<file path="config.mk">
export PLATFORM = sky130hd
export DESIGN_NAME = cdc_word_synchronizer
export DESIGN_NICKNAME = d
export VERILOG_FILES = /design/src/rtl/cdc_word_synchronizer.sv
export SDC_FILE = /design/constraint.sdc
export NUM_CORES = 1
export LEC_CHECK = 0
export ABC_AREA = 0
export CORE_AREA = 2 2 39 41
export DETAILED_ROUTE_END_ITERATION = 7
export DIE_AREA = 0 0 41 43
export GPL_TIMING_DRIVEN = 0
export PLACE_DENSITY = 0.7
export SLEW_MARGIN = 20
export SYNTH_ARGS = -nofsm -noshare
export SYNTH_HDL_FRONTEND = slang
export SYNTH_SLANG_ARGS = --single-unit
</file>
<file path="constraint.sdc">
create_clock -name receiving_clock -period 3.4 [get_ports receiving_clock]
set_input_delay 0.85 -clock receiving_clock [delete_from_list [all_inputs] [get_ports receiving_clock]]
set_output_delay 0.85 -clock receiving_clock [all_outputs]
set_load 0.02 [all_outputs]
</file>
<file path="src/rtl/cdc_word_synchronizer.sv">
// Receiving half of a toggle-handshake word CDC.
// The sender's toggle goes through an N-flop synchronizer. Each detected flip
// captures sending_data, which the sender holds stable until it sees the ack,
// into a 1- or 2-entry output buffer. The buffer is drained over valid/ready.
// The ack toggle is echoed back only once the word has actually been taken,
// so a full buffer naturally stalls the sender.
module cdc_word_synchronizer #(
  parameter int WORD_WIDTH         = 2,
  parameter int EXTRA_CDC_DEPTH    = 1,
  parameter     OUTPUT_BUFFER_TYPE = "SKID"
) (
  input  logic                  receiving_clock,
  input  logic                  receiving_clear,
  input  logic [WORD_WIDTH-1:0] sending_data,
  input  logic                  sending_toggle,
  output logic                  sending_ack_toggle,
  output logic [WORD_WIDTH-1:0] receiving_data,
  output logic                  receiving_valid,
  input  logic                  receiving_ready
);

  localparam int SYNC_DEPTH = 2 + EXTRA_CDC_DEPTH;
  localparam bit IS_HALF    = (OUTPUT_BUFFER_TYPE == "HALF");
  localparam bit IS_SKID    = (OUTPUT_BUFFER_TYPE == "SKID");
  localparam int BUF_DEPTH  = IS_HALF ? 1 : 2;

  // Reject unsupported configurations at elaboration time.
  generate
    if (!IS_HALF && !IS_SKID) begin : g_bad_buffer_type
      $error("cdc_word_synchronizer: OUTPUT_BUFFER_TYPE must be \"HALF\" or \"SKID\"");
    end
    if (WORD_WIDTH < 1) begin : g_bad_width
      $error("cdc_word_synchronizer: WORD_WIDTH must be >= 1");
    end
    if (EXTRA_CDC_DEPTH < 0) begin : g_bad_depth
      $error("cdc_word_synchronizer: EXTRA_CDC_DEPTH must be >= 0");
    end
  endgenerate

  logic [SYNC_DEPTH-1:0]                sync_q;
  logic                                 sync_toggle;
  logic                                 last_toggle_q;
  logic                                 pending;
  logic                                 space;
  logic                                 push;
  logic                                 pop;
  logic [1:0]                           count_q, count_d;
  logic [1:0]                           wr_idx;
  logic [BUF_DEPTH-1:0][WORD_WIDTH-1:0] buf_q, buf_d;

  // Synchronizer chain for the foreign toggle. Only its last stage is used.
  always_ff @(posedge receiving_clock) begin
    if (receiving_clear) sync_q <= '0;
    else                 sync_q <= {sync_q[SYNC_DEPTH-2:0], sending_toggle};
  end

  assign sync_toggle = sync_q[SYNC_DEPTH-1];

  // A word is pending while the synchronized toggle differs from the last one consumed.
  assign pending = sync_toggle ^ last_toggle_q;

  // The head is visible straight from the registers. Valid never looks at ready.
  assign receiving_valid = (count_q != 2'd0);
  assign receiving_data  = buf_q[0];
  assign pop             = receiving_valid & receiving_ready;

  // There is room if the buffer is not full. A full buffer also has room when
  // the head leaves on this same edge.
  assign space = (count_q < 2'(BUF_DEPTH)) | pop;
  assign push  = pending & space;

  // The new word lands behind whatever survives this edge's pop.
  assign wr_idx = count_q - {1'b0, pop};

  // Next buffer contents. A pop shifts entries toward the head. A push then
  // fills the first free slot.
  always_comb begin
    buf_d   = buf_q;
    count_d = count_q + {1'b0, push} - {1'b0, pop};
    if (pop) begin
      for (int i = 0; i < BUF_DEPTH - 1; i++) buf_d[i] = buf_q[i+1];
      buf_d[BUF_DEPTH-1] = '0;
    end
    if (push) begin
      for (int i = 0; i < BUF_DEPTH; i++) begin
        if (wr_idx == 2'(i)) buf_d[i] = sending_data;
      end
    end
  end

  // Buffer storage and occupancy.
  always_ff @(posedge receiving_clock) begin
    if (receiving_clear) begin
      buf_q   <= '0;
      count_q <= 2'd0;
    end else begin
      buf_q   <= buf_d;
      count_q <= count_d;
    end
  end

  // Record the toggle value of each captured word. This register also drives the ack.
  always_ff @(posedge receiving_clock) begin
    if (receiving_clear) last_toggle_q <= 1'b0;
    else if (push)       last_toggle_q <= sync_toggle;
  end

  assign sending_ack_toggle = last_toggle_q;

endmodule

</file>
==> metrics.txt, run 1 <==
area of the multi-input gates=235 µm²; reg2reg start=sending_ack_toggle$_SDFFE_PP0P_; # IOs=10; Slowest cell on crit path=clkdlybuf4s50_1; Port Buffer Count=9; first-pass detailed-route iteration total=4; reg2reg end=count_q[1]$_SDFF_PP0_; initial antenna violation count=0; pwr/cell area=414 nW/µm²; Worst slew margin=66.3%; Final nets=74; largest net degree at the start of global routing=11; Synth Area per Inst=9.02 µm²; Crit path largest cell delay=0.59 ns; final hold violations=0; status=completed; Clock Path Buffers=2; chip width=41 µm; Post-Syn Nets=60; drt drc=0; RSZ-0062 raised after global routing=no; critical path's top delay family=buffers and inverters; Max Slew Vio Count=0; Placer Congestion=0.797; vias per cell=4.98; Die Footprint=1760 µm²; Ant. Diodes=0; CTS tree=built; post_cts resized=0; critical path startpoint category=flop; layout overhead on the synthesized area=30.6%; critical-path maximum fanout=10; Setup CP Type=flop to output port; first-pass GRT wire length=1.46 mm; post-synth cell types=23; Leak=0.258 nW; Post-Syn Area=478 µm²; actual slew at the worst max-slew pin=0.502 ns; R2R depth=5; CTS Buf Count=3; Hold Path Class=flop to flop; worst setup path start=count_q[1]$_SDFF_PP0_; Final Skew=0.00258 ns; Sink Count=10; Synthesis Warnings=0; via count=408; Hold Path Origin=sync_q[0]$_SDFF_PP0_; Crit path arrival time=1.56 ns; FP Rows=14; vias in the first global route=363; cell chain of the critical path=buf_2 -> nor2_1 -> inv_1 -> clkdlybuf4s50_1; total power=0.000259 W; Std-Cell Core Area=1380 µm²; end of the critical path=receiving_valid; MaxCap Viol Count=0; # fillers=137; fin crit share=70.9%; clk root buf=clkbuf_4; fmax=415 MHz; Reg2Reg Setup Slack=1.73 ns; commonest non-fill, non-tap cell in the layout=dfxtp_1; hpwl dp=630 µm; Final Worst Setup Slack=0.989 ns; Place WS=0.944 ns; Post-Synthesis Cells=53; Detailed Route WL=845 µm; Final Setup Violations=0; IR drop worst, VDD=231 µV; chip height=43 µm; register area=200 µm²; cts hold-fix bufs=0; Post-Layout Cell Count=82; Buf/Inv on CP=3; Total GRT Usage=12.5%; Avg WL per Cell=10.3 µm; FF+latch count, synth=10; commonest non-fill, non-tap cells in the layout=dfxtp_1 (10), clkdlybuf4s50_1 (9), inv_1 (5), a21oi_1 (5), nor2b_1 (4); layout cells sized above 1=13.6%; Initial Util=34.5%; Setup crit end kind=output port; Crit. path cell count=4; placed cells=78; DR iter-0 viols=7; Setup Buffers After CTS=0; min Tclk post-route=2.41 ns; Sum Neg Setup Slack=0 ns; htree depth=1; Clk pin slew, worst setup/hold paths=0.07 ns; grt ovf=0; required time worst endpoint=2.55 ns; Clk Latency, worst-skew pair=0.27 ns; Post-DRT Antenna Nets=0; Seq/Total Area, Yosys=41.9%
## final cells by class
type | count | area share, %
multi-input cells | 34 | 37.7
repair buffers | 9 | 14.4
clock buffers | 4 | 5.81
plain buffers | 3 | 3.21
flip-flops and latches | 10 | 32.1
well taps | 16 | 3.21
inverters | 6 | 3.61
## state kept, by name, summed over array words and instances (netlist names)
name	cells
sync_q	3
sending_ack_toggle	1
buf_q	2
receiving_data	2
count_q	2
## stage by stage
step | area [µm²] | hold slack (ns) | utilization, %
after floorplan | 478 | 0.414 | -
after global placement | 588 | 0.421 | 42.5
after detailed placement | 588 | 0.427 | 42.5
after CTS | 624 | 0.443 | 45.1
after global routing | 624 | 0.458 | 45.1
final | 624 | 0.441 | 45.1
## routing by layer
metal | vias up | global-route usage [%] | share of wire, %
li1 | 216 | - | -
met1 | 178 | 16.9 | 49
met2 | 11 | 15.9 | 42
met3 | 3 | 4.71 | 6.0
met4 | 0 | 8.00 | 2.6
met5 | - | 0 | 0
## cell families after synthesis
| kind of cell | after synthesis | share of synthesized area, % |
|---|---|---|
| flip-flops | 10 | 41.9 |
| XOR/XNOR | 1 | 1.83 |
| buffers and inverters | 9 | 8.90 |
| AND/OR/NAND/NOR | 15 | 19.9 |
| multiplexers | 2 | 4.19 |
| AO/OA/AOI/OAI | 15 | 20.7 |
| adder cells (fa/ha/maj) | 1 | 2.62 |
## where the power goes
group | switching [W] | internal [W] | total, W
Clock | 0.0000434 | 0.0000652 | 0.000109
Sequential | 0.00000169 | 0.000121 | 0.000122
Combinational | 0.0000127 | 0.0000150 | 0.0000277
## worst min path at each step
stage                           endpoint  slack [ns]  cells after the start
finish              sync_q[1]$_SDFF_PP0_        0.44                      1
floorplan           sync_q[1]$_SDFF_PP0_        0.41                      1
detailed placement  sync_q[2]$_SDFF_PP0_        0.43                      1
CTS                 sync_q[2]$_SDFF_PP0_        0.44                      1
global placement    sync_q[2]$_SDFF_PP0_        0.42                      1
global route        sync_q[1]$_SDFF_PP0_        0.46                      1
## worst register-to-register path, cell delays in order, from the launching register on
cell and delay, ns:
dfxtp_1 0.33, xnor2_1 0.44, a21oi_1 0.11, ha_1 0.23, or3_1 0.35, a21oi_1 0.15
## Yosys cell counts
| master | number | area, µm² |
|---|---|---|
| or3b_1 | 1 | 8.76 |
| nor2b_1 | 4 | 25.0 |
| o41ai_1 | 2 | 17.5 |
| buf_4 | 2 | 15.0 |
| inv_1 | 5 | 18.8 |
| inv_2 | 1 | 3.75 |
| buf_2 | 1 | 5.00 |
| nand3b_1 | 1 | 7.51 |
| a211o_1 | 1 | 8.76 |
| xnor2_1 | 1 | 8.76 |
| mux2i_1 | 2 | 20.0 |
| o21ai_0 | 3 | 15.0 |
| nand3_1 | 3 | 15.0 |
| o211ai_1 | 2 | 15.0 |
| a21oi_1 | 5 | 25.0 |
| nor2_1 | 1 | 3.75 |
| and2b_1 | 1 | 7.51 |
| or3_1 | 2 | 12.5 |
| ha_1 | 1 | 12.5 |
| o2111ai_1 | 2 | 17.5 |
| nor2b_2 | 1 | 8.76 |
| dfxtp_1 | 10 | 200 |
| nand2b_1 | 1 | 6.26 |
(Power assumes the default switching activity.)
==> inputs of run 2 (changes only) <==
- PLACE_DENSITY: 0.7 -> 0.72
- clock period: 3.4 -> 2.2 ns (I/O delays scaled with it)
==> run 2 against run 1 <==
Compared with the run above:
- sequential power rose by 55%
- worst setup slack worse by 0.91 ns
- clock power grew 55%
- count of clock-buffer cells in the layout unchanged
- die area is the same
- critical endpoint unchanged
- flip-flop and latch count is the same
- first-iteration DRC count rose by 57%
- highest routed layer unchanged
- largest power group unchanged
==> metrics.txt, run 2 (synthesis gave the netlist of run 1 again) <==
status=completed; commonest non-fill, non-tap cells in the layout=dfxtp_1 (10), clkdlybuf4s50_1 (9), inv_1 (5), a21oi_1 (5), nor2b_1 (4); hpwl dp=676 µm (+7.2%); Std-Cell Core Area=1380 µm² (unchanged); post_cts resized=0 (unchanged); Detailed Route WL=905 µm (+7.1%); fmax=471 MHz; Reg2Reg Setup Slack=0.49 ns (-1.24 ns); Avg WL per Cell=11.0 µm (+7.1%); Clk pin slew, worst setup/hold paths=0.07 ns (about the same); reg2reg start=sending_ack_toggle$_SDFFE_PP0P_; Worst slew margin=64.1% (-2.2 points); Hold Path Origin=sync_q[1]$_SDFF_PP0_; Clk Latency, worst-skew pair=0.27 ns (about the same); hold path cells=1 (unchanged); Placer Congestion=0.776 (-2.6%); IR drop worst, VDD=376 µV (+63%); vias in the first global route=373 (+2.8%); via count=419 (+2.7%); Total GRT Usage=13.6% (+1.1 points); Hold Path Class=flop to flop; htree depth=1 (unchanged); # IOs=10 (unchanged); R2R depth=5 (unchanged); Setup crit end kind=output port; FP Rows=14 (unchanged); min Tclk post-route=2.12 ns; critical path startpoint category=flop; CTS Buf Count=3 (unchanged); Initial Util=34.5% (unchanged); RSZ-0062 raised after global routing=no; critical-path maximum fanout=10 (unchanged); required time worst endpoint=1.65 ns (-0.90 ns); CTS tree=built; commonest non-fill, non-tap cell in the layout=dfxtp_1; number of flip-flops in the largest register=3 (unchanged); pwr/cell area=642 nW/µm² (+55%); Ant. Diodes=0 (unchanged); reg2reg end=count_q[1]$_SDFF_PP0_; Setup Buffers After CTS=0 (unchanged); final hold violations=0 (unchanged); clk root buf=clkbuf_4; Port Buffer Count=9 (unchanged); Sum Neg Setup Slack=0 ns (unchanged); fin crit share=96.5%; chip width=41 µm (unchanged); Crit path arrival time=1.57 ns (about the same); Post-DRT Antenna Nets=0 (unchanged); Clock Path Buffers=2 (unchanged); Final Setup Violations=0 (unchanged); largest net degree at the start of global routing=11 (unchanged); DR iter-0 viols=11 (+4); Endpoint, Worst Hold=sync_q[2]$_SDFF_PP0_; vias per cell=5.11 (+2.7%); total power=0.000401 W (+55%); Leak=0.258 nW (unchanged); Setup CP Type=flop to output port; Die Footprint=1760 µm² (unchanged); Sink Count=10 (unchanged); Final nets=74 (unchanged); initial antenna violation count=0 (unchanged); MaxCap Viol Count=0 (unchanged); actual slew at the worst max-slew pin=0.535 ns (+0.0328 ns); grt ovf=0 (unchanged); drt drc=0 (unchanged); Final Skew=0.00437 ns (+0.00179 ns); Max Slew Vio Count=0 (unchanged); cts hold-fix bufs=0 (unchanged); first-pass detailed-route iteration total=4 (unchanged); largest register by flop count=sync_q; chip height=43 µm (unchanged); first-pass GRT wire length=1.58 mm (+8.1%); layout cells sized above 1=13.6% (unchanged); layout overhead on the synthesized area=30.6% (unchanged)
==> run 2: cell counts in the layout (fill, tap and decap cells not counted) <==
Identical to the previous run, type by type.
==> run 2: how the worst max path moves through the flow <==
stage	from	endpoint	slack (ns)	depth (start not counted)
5_1_grt	count_q[1]$_SDFF_PP0_	receiving_valid	0.001	4
2_1_floorplan	sending_ack_toggle$_SDFFE_PP0P_	count_q[1]$_SDFF_PP0_	0.63	5
3_3_place_gp	receiving_ready	count_q[1]$_SDFF_PP0_	0.09	6
3_5_place_dp	receiving_ready	count_q[1]$_SDFF_PP0_	0.04	6
6_report	count_q[1]$_SDFF_PP0_	receiving_valid	0.08	4
4_1_cts	count_q[1]$_SDFF_PP0_	receiving_valid	0.06	4
==> run 2: area by class of cell <==
class / count / area, µm²
Fill cell: 146 / 759
Multi-Input combinational cell: 34 / 235
Sequential cell: 10 / 200
Timing Repair Buffer: 9 / 90.1
Clock buffer: 4 / 36.3
Inverter: 6 / 22.5
Buffer: 3 / 20.0
Tap cell: 16 / 20.0
==> run 2: per-stage QoR <==
step / util (%) / cell area, µm² / setup WS (ns) / hold WS (ns) / std cells
2_1_floorplan: - / 478 / 0.633 / 0.414 / 53
4_1_cts: 45.1 / 624 / 0.0645 / 0.440 / 82
6_report: 45.1 / 624 / 0.0760 / 0.438 / 82
5_1_grt: 45.1 / 624 / 0.00101 / 0.475 / 82
3_5_place_dp: 42.5 / 588 / 0.0392 / 0.422 / 78
3_3_place_gp: 42.5 / 588 / 0.0907 / 0.419 / 78
==> run 2: report_power, final <==
part	switching [W]	total, W	internal (W)	leakage, nW
registers	0.00000273	0.000189	0.000186	0.0814
clock network	0.0000683	0.000169	0.000101	0.0210
logic	0.0000198	0.0000430	0.0000232	0.156
total	0.0000908	0.000401	0.000310	0.258
==> run 2: critical path, cell delays in order (launching register included) <==
cell and delay, ns:
dfxtp_1 0.34, buf_2 0.21, nor2_1 0.10, inv_1 0.06, clkdlybuf4s50_1 0.59
==> run 2: metal layers <==
layer	wire length [µm]	share of wire, %	track usage, %
met3	59	6.5	3.14
met5	0	0	0
met2	393	43	15.9
met4	29	3.2	12.0
met1	422	47	19.5
==> inputs of run 3 (changes only) <==
- ABC_CLOCK_PERIOD_IN_PS: unset -> 2200
==> results of run 3 <==
Final layout, timing and power as in run 2 (identical DEF).
